$ cat config.mk
export PLATFORM = sky130hd
export DESIGN_NAME = traffic_conflict_monitor
export DESIGN_NICKNAME = d
export VERILOG_FILES = /design/src/rtl/traffic_conflict_monitor.sv
export SDC_FILE = /design/constraint.sdc
export NUM_CORES = 1
export LEC_CHECK = 0
export ABC_AREA = 1
export CORE_MARGIN = 4
export CORE_UTILIZATION = 40
export DETAILED_ROUTE_END_ITERATION = 12
export HOLD_SLACK_MARGIN = 0.06
export SYNTH_ARGS = -nofsm -noshare
export SYNTH_HDL_FRONTEND = slang
export SYNTH_SLANG_ARGS = --single-unit
$ cat constraint.sdc
create_clock -name clk -period 1.6 [get_ports clk]
set_input_delay 0.32 -clock clk [delete_from_list [all_inputs] [get_ports clk]]
set_output_delay 0.32 -clock clk [all_outputs]
set_load 0.05 [all_outputs]
$ cat src/rtl/traffic_conflict_monitor.sv
// Safety stage between the traffic-light controller and the lamp drivers.
// It registers the lamp commands, catches conflicting or malformed patterns and bad phase sequences, and on a fault drives flashing all-red.
module traffic_conflict_monitor #(
    parameter int MIN_YELLOW    = 3,
    parameter int FAULT_PERSIST = 2,
    parameter int FLASH_HALF    = 5
) (
    input  logic       clk,
    input  logic       rst_n,
    input  logic       ns_red,
    input  logic       ns_yellow,
    input  logic       ns_green,
    input  logic       ew_red,
    input  logic       ew_yellow,
    input  logic       ew_green,
    input  logic       clear,
    output logic       ns_red_o,
    output logic       ns_yellow_o,
    output logic       ns_green_o,
    output logic       ew_red_o,
    output logic       ew_yellow_o,
    output logic       ew_green_o,
    output logic       fault,
    output logic [2:0] fault_code
);

    localparam int YW = $clog2(MIN_YELLOW + 2);
    localparam int PW = (FAULT_PERSIST < 2) ? 1 : $clog2(FAULT_PERSIST + 1);
    localparam int FW = (FLASH_HALF < 2) ? 1 : $clog2(FLASH_HALF + 1);

    localparam logic [YW-1:0] MIN_Y        = YW'(MIN_YELLOW);
    localparam logic [PW-1:0] PERSIST_LAST = PW'((FAULT_PERSIST > 1) ? FAULT_PERSIST - 1 : 0);
    localparam logic [FW-1:0] FLASH_LAST   = FW'((FLASH_HALF > 1) ? FLASH_HALF - 1 : 0);

    localparam logic [1:0] ST_MONITOR = 2'd0;
    localparam logic [1:0] ST_SUSPECT = 2'd1;
    localparam logic [1:0] ST_FAULT   = 2'd2;

    localparam logic [1:0] PH_R = 2'd0;
    localparam logic [1:0] PH_Y = 2'd1;
    localparam logic [1:0] PH_G = 2'd2;

    localparam logic [2:0] CODE_NONE     = 3'd0;
    localparam logic [2:0] CODE_CONFLICT = 3'd1;
    localparam logic [2:0] CODE_LAMP     = 3'd2;
    localparam logic [2:0] CODE_SEQ      = 3'd3;
    localparam logic [2:0] CODE_SHORT_Y  = 3'd4;

    logic [1:0]    state;
    logic [1:0]    next_state;
    logic          prev_valid;
    logic [1:0]    ns_prev;
    logic [1:0]    ew_prev;
    logic [YW-1:0] ns_ycnt;
    logic [YW-1:0] ew_ycnt;
    logic [PW-1:0] persist;
    logic [PW-1:0] persist_next;
    logic [FW-1:0] flash_cnt;
    logic [FW-1:0] flash_cnt_next;
    logic          flash_on;
    logic          flash_on_next;
    logic [2:0]    code_next;

    logic          conflict;
    logic          lamp;
    logic          pattern_bad;
    logic          ns_onehot;
    logic          ew_onehot;
    logic [1:0]    ns_ph;
    logic [1:0]    ew_ph;
    logic          seq_err;
    logic          short_err;
    logic [2:0]    pat_code;
    logic [2:0]    seq_code;
    logic          update_hist;
    logic          recover;
    logic [YW-1:0] ns_ycnt_next;
    logic [YW-1:0] ew_ycnt_next;

    function automatic logic legal_step(input logic [1:0] prev, input logic [1:0] cur);
        logic ok;
        case (prev)
            PH_R:    ok = (cur == PH_R) || (cur == PH_G);
            PH_Y:    ok = (cur == PH_Y) || (cur == PH_R);
            PH_G:    ok = (cur == PH_G) || (cur == PH_Y);
            default: ok = 1'b0;
        endcase
        return ok;
    endfunction

    // Pattern classification; the phase decode is only meaningful when both directions are one-hot.
    always_comb begin
        conflict    = (ns_green | ns_yellow) & (ew_green | ew_yellow);
        ns_onehot   = (ns_red + ns_yellow + ns_green) == 2'd1;
        ew_onehot   = (ew_red + ew_yellow + ew_green) == 2'd1;
        lamp        = ~conflict & (~ns_onehot | ~ew_onehot);
        pattern_bad = conflict | lamp;

        ns_ph = ns_green ? PH_G : (ns_yellow ? PH_Y : PH_R);
        ew_ph = ew_green ? PH_G : (ew_yellow ? PH_Y : PH_R);

        seq_err = prev_valid & ~pattern_bad &
                  (~legal_step(ns_prev, ns_ph) | ~legal_step(ew_prev, ew_ph));
        short_err = prev_valid & ~pattern_bad &
                    (((ns_prev == PH_Y) && (ns_ph == PH_R) && (ns_ycnt < MIN_Y)) ||
                     ((ew_prev == PH_Y) && (ew_ph == PH_R) && (ew_ycnt < MIN_Y)));

        pat_code = conflict ? CODE_CONFLICT : (lamp ? CODE_LAMP : CODE_NONE);
        seq_code = seq_err ? CODE_SEQ : (short_err ? CODE_SHORT_Y : CODE_NONE);

        ns_ycnt_next = (ns_ph == PH_Y) ? ((ns_ycnt < MIN_Y) ? ns_ycnt + 1'b1 : ns_ycnt) : '0;
        ew_ycnt_next = (ew_ph == PH_Y) ? ((ew_ycnt < MIN_Y) ? ew_ycnt + 1'b1 : ew_ycnt) : '0;
    end

    // State transitions; history only advances on a cycle that is fully legal.
    always_comb begin
        next_state   = state;
        persist_next = '0;
        code_next    = fault_code;
        update_hist  = 1'b0;
        recover      = 1'b0;
        case (state)
            ST_MONITOR: begin
                if (pattern_bad) begin
                    if (FAULT_PERSIST <= 1) begin
                        next_state = ST_FAULT;
                        code_next  = pat_code;
                    end else begin
                        next_state   = ST_SUSPECT;
                        persist_next = PW'(1);
                    end
                end else if (seq_code != CODE_NONE) begin
                    next_state = ST_FAULT;
                    code_next  = seq_code;
                end else begin
                    update_hist = 1'b1;
                end
            end
            ST_SUSPECT: begin
                if (pattern_bad) begin
                    if (persist >= PERSIST_LAST) begin
                        next_state = ST_FAULT;
                        code_next  = pat_code;
                    end else begin
                        persist_next = persist + 1'b1;
                    end
                end else if (seq_code != CODE_NONE) begin
                    next_state = ST_FAULT;
                    code_next  = seq_code;
                end else begin
                    next_state  = ST_MONITOR;
                    update_hist = 1'b1;
                end
            end
            ST_FAULT: begin
                if (clear && !pattern_bad) begin
                    next_state = ST_MONITOR;
                    code_next  = CODE_NONE;
                    recover    = 1'b1;
                end
            end
            default: begin
                next_state = ST_MONITOR;
                code_next  = CODE_NONE;
            end
        endcase
    end

    // Flash timing restarts with the reds lit on every entry into FAULT.
    always_comb begin
        flash_cnt_next = '0;
        flash_on_next  = 1'b1;
        if (next_state == ST_FAULT && state == ST_FAULT) begin
            if (flash_cnt >= FLASH_LAST) begin
                flash_cnt_next = '0;
                flash_on_next  = ~flash_on;
            end else begin
                flash_cnt_next = flash_cnt + 1'b1;
                flash_on_next  = flash_on;
            end
        end
    end

    always_ff @(posedge clk or negedge rst_n) begin
        if (!rst_n) begin
            state      <= ST_MONITOR;
            persist    <= '0;
            flash_cnt  <= '0;
            flash_on   <= 1'b1;
            fault_code <= CODE_NONE;
            fault      <= 1'b0;
        end else begin
            state      <= next_state;
            persist    <= persist_next;
            flash_cnt  <= flash_cnt_next;
            flash_on   <= flash_on_next;
            fault_code <= code_next;
            fault      <= (next_state == ST_FAULT);
        end
    end

    always_ff @(posedge clk or negedge rst_n) begin
        if (!rst_n) begin
            prev_valid <= 1'b0;
            ns_prev    <= PH_R;
            ew_prev    <= PH_R;
            ns_ycnt    <= '0;
            ew_ycnt    <= '0;
        end else if (recover) begin
            prev_valid <= 1'b0;
            ns_ycnt    <= '0;
            ew_ycnt    <= '0;
        end else if (update_hist) begin
            prev_valid <= 1'b1;
            ns_prev    <= ns_ph;
            ew_prev    <= ew_ph;
            ns_ycnt    <= ns_ycnt_next;
            ew_ycnt    <= ew_ycnt_next;
        end
    end

    // Lamp drive follows the state being entered, so nothing reaches the lamps combinationally.
    always_ff @(posedge clk or negedge rst_n) begin
        if (!rst_n) begin
            ns_red_o    <= 1'b1;
            ns_yellow_o <= 1'b0;
            ns_green_o  <= 1'b0;
            ew_red_o    <= 1'b1;
            ew_yellow_o <= 1'b0;
            ew_green_o  <= 1'b0;
        end else begin
            case (next_state)
                ST_MONITOR: begin
                    ns_red_o    <= ns_red;
                    ns_yellow_o <= ns_yellow;
                    ns_green_o  <= ns_green;
                    ew_red_o    <= ew_red;
                    ew_yellow_o <= ew_yellow;
                    ew_green_o  <= ew_green;
                end
                ST_FAULT: begin
                    ns_red_o    <= flash_on_next;
                    ns_yellow_o <= 1'b0;
                    ns_green_o  <= 1'b0;
                    ew_red_o    <= flash_on_next;
                    ew_yellow_o <= 1'b0;
                    ew_green_o  <= 1'b0;
                end
                default: begin
                    ns_red_o    <= 1'b1;
                    ns_yellow_o <= 1'b0;
                    ns_green_o  <= 1'b0;
                    ew_red_o    <= 1'b1;
                    ew_yellow_o <= 1'b0;
                    ew_green_o  <= 1'b0;
                end
            endcase
        end
    end

endmodule

==> flow_metrics.tcl <==
set metrics [dict create \
    status "complete, but fails checks" \
    violations "setup timing" \
    power.density_nw_per_um2 1570 \
    critPathKind "input port to register" \
    antenna_found_initial 0 \
    dp_hpwl_um 2810 \
    yosysTopAreaCell "dfrtp_1" \
    cts_hold_buf 0 \
    use_met1_pct 17.0 \
    switchingPower_uw 1720 \
    yosysWarnings 0 \
    regToRegSetupSlack_ns 0.11 \
    setup_ws_ns -0.103 \
    io_buffer_count 18 \
    drc_errors 0 \
    synth_adder_area_share_pct 6.87 \
    crit_top_cell "nand2_2" \
    synth_edf_count 0 \
    fp.dieArea_um2 5290 \
    htree_num_levels 2 \
    start_util_pct 41.6 \
    seqCellArea_um2 729 \
    worstPathMaxFanout 6 \
    yosys-top-cells-area "dfrtp_1 39%, nand2_1 7.8%, nand2_2 5.2%, dfstp_2 4.7%, ha_1 4.5%" \
    wl_um 3620 \
    async_reset_ff_share_pct 100 \
    grt_setup_unrepaired "true" \
    ys_types 28 \
    clk_pin_slew_ns 0.06 \
    crit_path_start_kind "input port" \
    grt_pass1_vias 1378 \
    power_uw 3870 \
    max-cap-violations 0 \
    cpPeakStageDelay_ns 0.46 \
    whs_ns 0.318 \
    power_leakage_uw 0.00120 \
    dr.pass1.iters 4 \
    grt_util_met3_pct 4.41 \
    synthesis.area_um2 1680 \
    relSlewSlack_pct 75.5 \
    worstMarginPinSlew_ns 0.368 \
    yosys.area_share.simple_pct 34.3 \
    vdd_drop_max_mv 0.584 \
    final_hold_viol_count 0 \
    max_freq_mhz 587 \
    gr-total-overflow 0 \
    place_congestion 0.863 \
    synth_top_family_by_area "simple AND/OR/NAND/NOR gates" \
    finalCriticalPeriod_ns 1.70 \
    grt_pass1_wl_um 6000 \
    fin_crit_sh_pct 106 \
    die_x_um 72.7 \
    ant_nets 0 \
    path_cells "buf_6 > inv_4 > fa_1 > inv_1 > nand2_2 > nor2_4 > nand2_8 > inv_6 > nand3_4 > nand2_2 > or2_4 > nand2_8 > nand2_2 > o21ai_2" \
    synth-compound-area-share_pct 8.96 \
    cts_made_buffers 5 \
    layout.nets 260 \
    ys_top_cells_by_count "35 x nand2_1, 26 x dfrtp_1, 19 x inv_1" \
    crit_arrival_ns 1.87 \
    drive_above_1_share_pct 52.0 \
    drv_slew 0 \
    crit_path_top_delay_cell "fa_1" \
    grt_max_degree 30 \
    yosysSeqAreaShare_pct 43.5 \
    dr.first_iter.drc_count 30 \
    syn_avg_cell_area_um2 8.92 \
    antenna_cells 0 \
    die_h_um 72.7 \
    area_growth_pct 46.8 \
    core_area_um2 4030 \
    max-clock-path-buffers 2 \
    via_per_inst 4.70 \
    multi_input_area_um2 1010 \
    core.rowCount 23 \
    yosysMostFrequentCell "nand2_1" \
    synthMuxAreaShare_pct 0 \
    p_int_uw 2140 \
    nFillCells 336 \
    yosys_register_bits 29 \
    cts_tree "built" \
    p_comb_share_pct 54.0 \
    grtUsageMet2_pct 26.4 \
    clkPwrFrac_pct 14.6 \
    skew_ns 0.00629 \
    crit_required_ns 1.77 \
    hold_path_class "input port to register" \
    synthCells 188 \
    end_kind "register" \
    top_level_ports 19 \
    synth_ff_type "dfrtp_1" \
    grt_usage_pct 14.8 \
    seq_power_share_pct 31.3 \
    synth_top_area_share_pct 38.8 \
    insertion_delay_ns 0.28 \
    cpLargestDelayFamily "simple AND/OR/NAND/NOR gates" \
    setup_viol 21 \
    busiest_layer "met2" \
    worst-path-buf-inv 4 \
    synth-xor-area-share_pct 0.522 \
    clockRootBuffer "clkbuf_8" \
    p_sw_share_pct 44.5 \
    synth_fp_nets 205 \
    dr_total_vias 1382 \
    wl_per_cell_um 12.3 \
    clock-sinks 29 \
]
path summary, 6_finish.rpt:
kind,cells past startpoint,endpoint,startpoint
max reg2reg,9,fault_code[2],persist[1]
min in group asynchronous,2,ns_yellow_o,rst_n
min,3,ew_red_o,ew_red
min reg2reg,1,flash_cnt[0],flash_cnt[0]
max in group asynchronous,2,flash_on,rst_n
max,14,ew_ycnt[1],ew_green
repair_timing:
item	in CTS	in global routing
resized for setup	36	31
hold endpoints to repair	0	0
setup buffers	2	4
pin swaps	15	10
endpoints found under the setup margin	29	23
power by group through the flow:
stage	logic (uW)	registers [uW]	clock network, uW
6_report	2090	1210	565
5_1_grt	2280	1260	621
4_1_cts	1890	1200	589
3_5_place_dp	1860	1210	0
3_3_place_gp	1820	1200	0
2_1_floorplan	826	1540	0
cells by family (layout without fill, tap and decap cells):
family,after synthesis,after routing
AO/OA/AOI/OAI,25,25
XOR/XNOR,1,1
adder cells (fa/ha/maj),8,8
buffers and inverters,25,81
flip-flops,29,29
AND/OR/NAND/NOR,100,100
worst min-delay path: stages:
cell and delay [ns]:
buf_6 0.11, nand3_1 0.09, nand3_2 0.07
registers in the layout (all words and copies together), names as in the netlist, 2 cells and up:
name	count
fault_code	3
flash_cnt	3
persist	2
ns_prev	2
state	2
ew_prev	2
ns_ycnt	3
ew_ycnt	3
metal layers:
metal  wire length, um  up-vias  share of wire (%)
met5                 0        -                  0
met4                67        0                1.9
met3               155        6                4.3
met2              1910       21                 53
met1              1490      645                 41
li1                  -      710                  -
per-stage QoR:
stage	setup WS (ns)	setup TNS (ns)	instance area, um^2	util [%]	instances
finish	-0.103	-1.44	2460	61.1	294
global route	-0.197	-3.65	2460	61.1	294
CTS	-0.176	-2.46	2310	57.3	291
detailed placement	-0.928	-23.78	2200	54.5	281
global placement	-0.898	-23.02	2200	54.5	281
floorplan	-0.249	-3.45	1740	-	188
cell usage in the layout (no fill, tap or decap), types with 5 or more instances in the layout:
cell type / n
nor2_2: 5
dfrtp_1: 26
inv_1: 17
buf_12: 5
clkbuf_8: 5
a21oi_1: 7
nand2_2: 15
buf_4: 33
nand3_1: 7
nand2_4: 13
o21ai_2: 8
nor2_1: 12
nand2_1: 24
inv_4: 5
ha_1: 6
buf_6: 7
final cells by class:
type                       count  share of cell area (%)
clock buffer                   6                    2.95
multi-input combinational    134                    40.9
sequential                    29                    29.6
inverter                      25                    4.83
tap                           50                    2.54
timing repair buffer          48                    18.8
clock inverter                 2                   0.407
No activity file was read; power rests on OpenSTA's default activity.
